## config.mk

```make
export PLATFORM = sky130hd
export DESIGN_NAME = qnigma_tcp_wnd_adv
export DESIGN_NICKNAME = d
export VERILOG_FILES = /design/src/rtl/qnigma_pkg.sv /design/src/rtl/qnigma_tcp_wnd_adv.sv
export SDC_FILE = /design/constraint.sdc
export NUM_CORES = 1
export LEC_CHECK = 0
export CAP_MARGIN = 40
export CORE_MARGIN = 2
export CORE_UTILIZATION = 59
export DETAILED_ROUTE_END_ITERATION = 16
export PLACE_DENSITY = 0.86
export SYNTH_ARGS = -nofsm -noshare
export SYNTH_HDL_FRONTEND = slang
export SYNTH_SLANG_ARGS = --single-unit
```

## constraint.sdc

```tcl
create_clock -name clk -period 5.43 [get_ports clk]
set_input_delay 1.086 -clock clk [delete_from_list [all_inputs] [get_ports clk]]
set_output_delay 1.086 -clock clk [all_outputs]
set_load 0.01 [all_outputs]
```

## src/rtl/qnigma_pkg.sv

```systemverilog
// Shared TCP window-scaling types and constants for the window scalers.
package qnigma_pkg;

  localparam int          TCP_W       = 32;
  localparam int          TCP_MAX_WS  = 14;
  localparam logic [15:0] TCP_WND_MAX = 16'hFFFF;

  typedef logic [3:0]       tcp_scl_t;
  typedef logic [TCP_W-1:0] tcp_wnd_scl_t;

  typedef enum logic [1:0] {
    WA_IDLE,
    WA_SWS,
    WA_SHIFT,
    WA_SAT
  } tcp_wnd_adv_fsm_t;

  function automatic tcp_scl_t clamp_scl(input tcp_scl_t s);
    return (s > 4'(TCP_MAX_WS)) ? 4'(TCP_MAX_WS) : s;
  endfunction

endpackage

```

## src/rtl/qnigma_tcp_wnd_adv.sv

```systemverilog
// Converts free RX buffer bytes into the scaled 16-bit TCP window field, with
// receiver SWS avoidance when QNIGMA_TCP_WND_SWS_EN is defined.
module qnigma_tcp_wnd_adv
  import qnigma_pkg::*;
#(
  parameter int BUF_SIZE = 65536,
  parameter int W        = 32
) (
  input  logic         clk,
  input  logic         rst,
  input  logic         set_scl,
  input  logic [3:0]   scl,
  input  logic [15:0]  mss,
  input  logic         upd,
  input  logic [W-1:0] free,
  output logic [15:0]  wnd,
  output logic         val,
  output logic         busy,
  output logic         wnd_upd
);

  localparam logic [W-1:0] HALF_BUF = W'(BUF_SIZE / 2);

  tcp_wnd_adv_fsm_t state_q, state_d;
  logic [W-1:0]     acc_q, acc_d;
  logic [W-1:0]     adv_q, adv_d;
  tcp_scl_t         ctr_q, ctr_d;
  tcp_scl_t         scl_q, scl_d;
  logic             pend_q, pend_d;
  logic [15:0]      wnd_q, wnd_d;
  logic             val_q, val_d;
  logic             busy_q, busy_d;
  logic             wupd_q, wupd_d;

  logic [W-1:0]     mss_w;
  logic [W-1:0]     thr;
  logic [15:0]      sat_wnd;
  logic [W-1:0]     adv_new;

  function automatic logic [15:0] sat16(input logic [W-1:0] a);
    return (a > W'(TCP_WND_MAX)) ? TCP_WND_MAX : a[15:0];
  endfunction

  // Reopen detection: did the advertised window cross from "closed" to "open"?
  function automatic logic reopened(input logic [W-1:0] old_adv,
                                    input logic [W-1:0] new_adv,
                                    input logic [W-1:0] th);
`ifdef QNIGMA_TCP_WND_SWS_EN
    return (old_adv < th) && (new_adv >= th);
`else
    return (old_adv == '0) && (new_adv != '0) && (th == th);
`endif
  endfunction

  assign mss_w   = {{(W-16){1'b0}}, mss};
  assign thr     = (mss_w < HALF_BUF) ? mss_w : HALF_BUF;
  assign sat_wnd = sat16(acc_q);
  assign adv_new = {{(W-16){1'b0}}, sat_wnd} << scl_q;

  always_comb begin
    state_d = state_q;
    acc_d   = acc_q;
    adv_d   = adv_q;
    ctr_d   = ctr_q;
    scl_d   = scl_q;
    pend_d  = pend_q;
    wnd_d   = wnd_q;
    val_d   = 1'b0;
    busy_d  = busy_q;
    wupd_d  = 1'b0;

    if (upd && (state_q != WA_IDLE)) pend_d = 1'b1;

    case (state_q)
      WA_IDLE: begin
        if (set_scl) begin
          scl_d  = clamp_scl(scl);
          pend_d = pend_q | upd;
        end else if (upd || pend_q) begin
          acc_d   = free;
          pend_d  = 1'b0;
          busy_d  = 1'b1;
          state_d = WA_SWS;
        end
      end
      WA_SWS: begin
`ifdef QNIGMA_TCP_WND_SWS_EN
        // Hold the right edge until it can move by at least thr bytes.
        if ((acc_q > adv_q) && ((acc_q - adv_q) < thr)) acc_d = adv_q;
`endif
        ctr_d   = '0;
        state_d = (scl_q != '0) ? WA_SHIFT : WA_SAT;
      end
      WA_SHIFT: begin
        acc_d = acc_q >> 1;
        ctr_d = ctr_q + 4'd1;
        if (ctr_q == scl_q - 4'd1) state_d = WA_SAT;
      end
      WA_SAT: begin
        wnd_d   = sat_wnd;
        adv_d   = adv_new;
        val_d   = 1'b1;
        busy_d  = 1'b0;
        wupd_d  = reopened(adv_q, adv_new, thr);
        state_d = WA_IDLE;
      end
      default: state_d = WA_IDLE;
    endcase
  end

  always_ff @(posedge clk or posedge rst) begin
    if (rst) begin
      state_q <= WA_IDLE;
      acc_q   <= '0;
      adv_q   <= '0;
      ctr_q   <= '0;
      scl_q   <= '0;
      pend_q  <= 1'b0;
      wnd_q   <= '0;
      val_q   <= 1'b0;
      busy_q  <= 1'b0;
      wupd_q  <= 1'b0;
    end else begin
      state_q <= state_d;
      acc_q   <= acc_d;
      adv_q   <= adv_d;
      ctr_q   <= ctr_d;
      scl_q   <= scl_d;
      pend_q  <= pend_d;
      wnd_q   <= wnd_d;
      val_q   <= val_d;
      busy_q  <= busy_d;
      wupd_q  <= wupd_d;
    end
  end

  assign wnd     = wnd_q;
  assign val     = val_q;
  assign busy    = busy_q;
  assign wnd_upd = wupd_q;

endmodule

```

==> After elaboration in Yosys (flattened, before gate mapping) <==
Index checks and enable logic that the tools add are counted.
{ "totals": {"register_bits": 94, "input_bits": 56, "output_inout_bits": 19, "elab_cells": 58} }
{ "classes": {"add_sub_neg": 2, "n_lt_le_gt_ge": 2, "n_eq_ne": 7, "shifts": 1, "mux": 20, "n_bitwise": 1, "reduce_logical": 15} }
{ "op_table": {"columns": ["cell", "n"], "rows": [
  ["32-bit 2-to-1 mux", 2],
  ["32-bit one-hot mux with 2 select lines", 1],
  ["32-bit by 16-bit > comparator with 1-bit output, second input constant", 1],
  ["32-bit logical NOT", 1],
  ["32-bit nonzero test", 1],
  ["16-bit by 4-bit << shifter with 32-bit output", 1],
  ["16-bit 2-to-1 mux", 1],
  ["1-bit 2-to-1 mux", 9],
  ["3-bit AND reduction", 3],
  ["2-bit one-hot mux with 4 select lines", 1],
  ["4-bit one-hot mux with 2 select lines", 1],
  ["2-bit nonzero test", 4],
  ["2-bit 2-to-1 mux", 3],
  ["2-bit != test, second input constant", 3],
  ["4-bit by 1-bit adder with 4-bit output, second input constant", 1],
  ["2-bit == test, second input constant", 2],
  ["4-bit == test", 1],
  ["4-bit > comparator, second input constant", 1],
  ["4-bit 2-to-1 mux", 1],
  ["4-bit nonzero test", 1],
  ["4-bit by 1-bit subtractor with 4-bit output, second input constant", 1],
  ["2-bit by 1-bit == test with 1-bit output, second input constant", 1],
  ["1-bit logical AND", 2],
  ["2-bit logical NOT", 1],
  ["other kinds (4)", 4]
]} }

==> Longest topological paths before layout <==
{ "depth": {"ltp_word": 6, "mapped_depth": 12} }

==> Worst setup path after synthesis <==
No wires, ideal clock.
{ "synth_timing": {"kind": "register to register", "from": "reg scl_q[0]", "to": "reg wupd_q (netlist: wnd_upd)", "setup_time_ns": 0.147, "t_arrival_ns": 2.202, "t_required_ns": 5.283, "slack_ns": 3.081, "path_stages_with_launch": 9, "n_path_buf": 2, "path_cell_list": "dfrtp_1 -> buf_6 -> buf_8 -> mux4_2 -> a2111oi_2 -> a221oi_1 -> a311o_1 -> nor4b_2 -> a41oi_1"} }
{ "synth_between": {"elab_chain_len": 4} }
{ "synth_rtl": {"columns": ["element", "line", "source"], "rows": [
  ["start: declaration", "qnigma_tcp_wnd_adv.sv:28", "tcp_scl_t scl_q, scl_d;"],
  ["start signal: assignment", "qnigma_tcp_wnd_adv.sv:128", "scl_q <= scl_d;"],
  ["16-bit by 4-bit << shifter with 32-bit output", "qnigma_tcp_wnd_adv.sv:58", "assign adv_new = {{(W-16){1'b0}}, sat_wnd} << scl_q;"],
  ["32-bit nonzero test", "qnigma_tcp_wnd_adv.sv:51", "return (old_adv == '0) && (new_adv != '0) && (th == th);"],
  ["1-bit logical AND", "qnigma_tcp_wnd_adv.sv:51", null],
  ["1-bit 2-to-1 mux", "qnigma_tcp_wnd_adv.sv:74", "case (state_q)"],
  ["via wupd_d", "qnigma_tcp_wnd_adv.sv:33", "logic wupd_q, wupd_d;"],
  ["end signal: assignment", "qnigma_tcp_wnd_adv.sv:133", "wupd_q <= wupd_d;"],
  ["end: declaration", "qnigma_tcp_wnd_adv.sv:33", null]
]} }
The timed path passes the listed nets, and every way through them passes these cells.
A chain may end at the register's enable or synchronous reset.

==> Final worst setup path <==
{ "layout_timing": {"from": "reg acc_q[20]", "to": "reg wupd_q (netlist: wnd_upd)"} }
{ "layout_between": {"elab_chain_len": 6} }
{ "layout_rtl": {"columns": ["element", "line", "source"], "rows": [
  ["start: declaration", "qnigma_tcp_wnd_adv.sv:25", "logic [W-1:0] acc_q, acc_d;"],
  ["start signal: assignment", "qnigma_tcp_wnd_adv.sv:114", "acc_q <= '0;"],
  ["start signal: assignment", "qnigma_tcp_wnd_adv.sv:125", "acc_q <= acc_d;"],
  ["32-bit by 16-bit > comparator with 1-bit output", "qnigma_tcp_wnd_adv.sv:41", "return (a > W'(TCP_WND_MAX)) ? TCP_WND_MAX : a[15:0];"],
  ["16-bit 2-to-1 mux", "qnigma_tcp_wnd_adv.sv:41", null],
  ["16-bit by 4-bit << shifter with 32-bit output", "qnigma_tcp_wnd_adv.sv:58", null],
  ["32-bit nonzero test", "qnigma_tcp_wnd_adv.sv:51", null],
  ["1-bit logical AND", "qnigma_tcp_wnd_adv.sv:51", null],
  ["1-bit 2-to-1 mux", "qnigma_tcp_wnd_adv.sv:74", null],
  ["via wupd_d", "qnigma_tcp_wnd_adv.sv:33", null]
]} }
The timed path passes the listed nets, and every way through them passes these cells.

==> metrics.md <==
| Metric | Value |
|---|---|
| Layout Utilization | 69.97% |
| Number of synthesized flops with an enable pin | 0 |
| Die X | 97.89 µm |
| Syn Nets | 613 |
| Synth area leaders | dfrtp_1 45%, mux2i_1 7.7%, o21ai_0 5.3%, nand2_1 4.5%, nor2_1 4.5% |
| CTS root buf | clkbuf_8 |
| Final nets | 650 |
| Antenna cells | 0 |
| Max transition margin | 38.82% |
| Largest net degree at the start of global routing | 63 |
| Final setup fails | 0 |
| Max cap viols | 0 |
| Vias in the first global route | 4,297 |
| Distinct cells, synth | 61 |
| CTS buffer count | 9 |
| Drt initial violations | 469 |
| Sum Neg Setup Slack | 0 ps |
| Layout cells sized above 1 | 9.797% |
| Slew Limit Fails | 0 |
| CTS clk-pin slew, worst paths | 90 ps |
| Top-area cell type share of the netlist area | 44.74% |
| # rows | 34 |
| Fin crit share | 58.00% |
| Die Span Y | 97.89 µm |
| Core area | 8636 µm² |
| Sequential area share after synthesis | 44.74% |
| Die area | 9582 µm² |
| Commonest cells in the netlist | 93 x dfrtp_1, 62 x nand2_1, 62 x nor2_1 |
| Minimum clock period after layout | 3150 ps |
| Worst-Margin Slew | 908.2 ps |
| Fmax | 317.5 MHz |
| Sinks on Clock Net | 93 |
| Area delta synth->final | 16.17% |
| DPL Wire Length | 8974 µm |
| H-tree depth | 3 |
| Vias | 4,416 |
| Initial antenna violation count | 0 |
| Status | finished clean |
| Hold_buf cts | 0 |
| Initial Util | 60.23% |
| RSZ-0062 raised after global routing | false |
| Pwr dens | 547.2 nW/µm² |
| CTS tree | done |
| Remaining global-route overflow | 0 |
| # fillers | 648 |
| WL/cell | 18.19 µm |
| Clk_skew | 12.12 ps |
| Main synth FF type | dfrtp_1 |
| Crit. End Element | register |
| Final hold viol count | 0 |
| Mapped Cells | 550 |
| Router iterations before antenna repair | 5 |
| Area leader, netlist | dfrtp_1 |
| First-pass GRT wire length | 21,510 µm |
| Worst EP arrival | 3360 ps |
| Worst setup SP type | register |
| Static Leakage | 0.002459 µW |
| Crit path max fanout | 15 |
| Avg Cell Area, Syn | 9.457 µm² |
| Post-synthesis async set-or-reset flop share | 100.0% |
| Post-synthesis register bit count | 93 |
| # DRC | 0 |
| Postcts setup bufs | 0 |
| Clk buf depth | 2 |
| Remaining antenna violation count | 0 |
| VDD IR max | 0.2771 mV |
| CP required | 5640 ps |
| Worst hold path type | register to register |
| Final Wtd Congestion | 0.9402 |
| Io pins | 75 |
| Via density | 6.309 |
| WS Path Type | register to register |
| WL final | 12,730 µm |
| Mapped cell area | 5201 µm² |
| I/O Buffers | 58 |
| Global Route Usage Sum | 27.72% |
| Ys Warns | 0 |
| Post-CTS Resized | 0 |
| Clk Latency, worst-skew pair | 360 ps |
| Most frequent cell after synthesis | dfrtp_1 |
-- registers in the layout, summed over array words and instances, names as in the netlist --
| register | cells |
|---|---|
| wnd | 16 |
| adv_q | 31 |
| wnd_upd | 1 |
| busy | 1 |
| scl_q | 4 |
| pend_q | 1 |
| ctr_q | 4 |
| val | 1 |
| acc_q | 32 |
| state_q | 2 |
-- area by class of cell --
| type | count | area (µm²) | share of cell area [%] |
|---|---|---|---|
| multi-input cells | 400 | 2654 | 43.92 |
| flip-flops and latches | 93 | 2327 | 38.52 |
| repair buffers | 67 | 673.1 | 11.14 |
| well taps | 108 | 135.1 | 2.236 |
| clock buffers | 11 | 131.4 | 2.174 |
| inverters | 16 | 61.31 | 1.015 |
| clock inverters | 5 | 60.06 | 0.9940 |
-- cell usage in the layout (no fill, tap or decap), types with 12 or more instances in the layout --
cell type,instances
o21ai_0,55
nand3_1,12
dfrtp_1,93
a21oi_1,33
clkdlybuf4s50_1,58
nor2_1,62
mux2_2,15
nand2_1,62
mux2i_1,39
inv_1,14
-- critical path, stage by stage (launching register included) --
cell and delay, ps:
dfrtp_1 410, nor4_2 340, and4_1 640, o21ai_1 270
or4_1 560, a311o_1 330, nor4_1 270, a41oi_1 170
-- per-layer routing --
layer  up-vias  part of all wire [%]  track usage (%)
li1       2061                     -                -
met2       199                    49            44.26
met4         0                   2.1            9.081
met3        28                   6.1            4.009
met5         -                     0                0
met1      2128                    43            39.40
-- per-stage QoR --
stage                     setup slack (ps)  hold WS, ps  total power [µW]  area [µm²]  std cells
after global placement                2457        464.5              2737        5811        682
after global routing                  2100        515.7              3533        6042        700
after floorplan                       1924        451.8              2393        5201        550
after CTS                             2318        491.1              3285        6042        700
final                                 2280        487.3              3306        6042        700
after detailed placement              2343        472.5              2824        5851        684
-- cell families after synthesis --
group	synth area share (%)
and+or+nand+nor	15.23
AOI/OAI and AO/OA	18.59
DFF	44.74
muxes	14.34
buffers and inverters	4.570
adders and majority gates	1.684
xor gates and xnor gates	0.8421
-- report_power, final --
group          internal (µW)  switching [µW]
registers                941             274
logic                    670             965
clock network            215             242
total                   1830            1480
-- path summary, 6_finish.rpt --
| kind | start | end | slack (ps) | depth (start not counted) |
|---|---|---|---|---|
| min | adv_q[9]$_DFFE_PP0P_ | adv_q[9]$_DFFE_PP0P_ | 490 | 1 |
| max | acc_q[20]$_DFFE_PP0P_ | wnd_upd$_DFF_PP0_ | 2280 | 7 |
| max in group asynchronous | rst | acc_q[12]$_DFFE_PP0P_ | 3330 | 4 |
| min reg2reg | adv_q[9]$_DFFE_PP0P_ | adv_q[9]$_DFFE_PP0P_ | 490 | 1 |
| max reg2reg | acc_q[20]$_DFFE_PP0P_ | wnd_upd$_DFF_PP0_ | 2280 | 7 |
| min in group asynchronous | rst | val$_DFF_PP0_ | 1060 | 2 |
No activity file was read; power rests on OpenSTA's default activity.
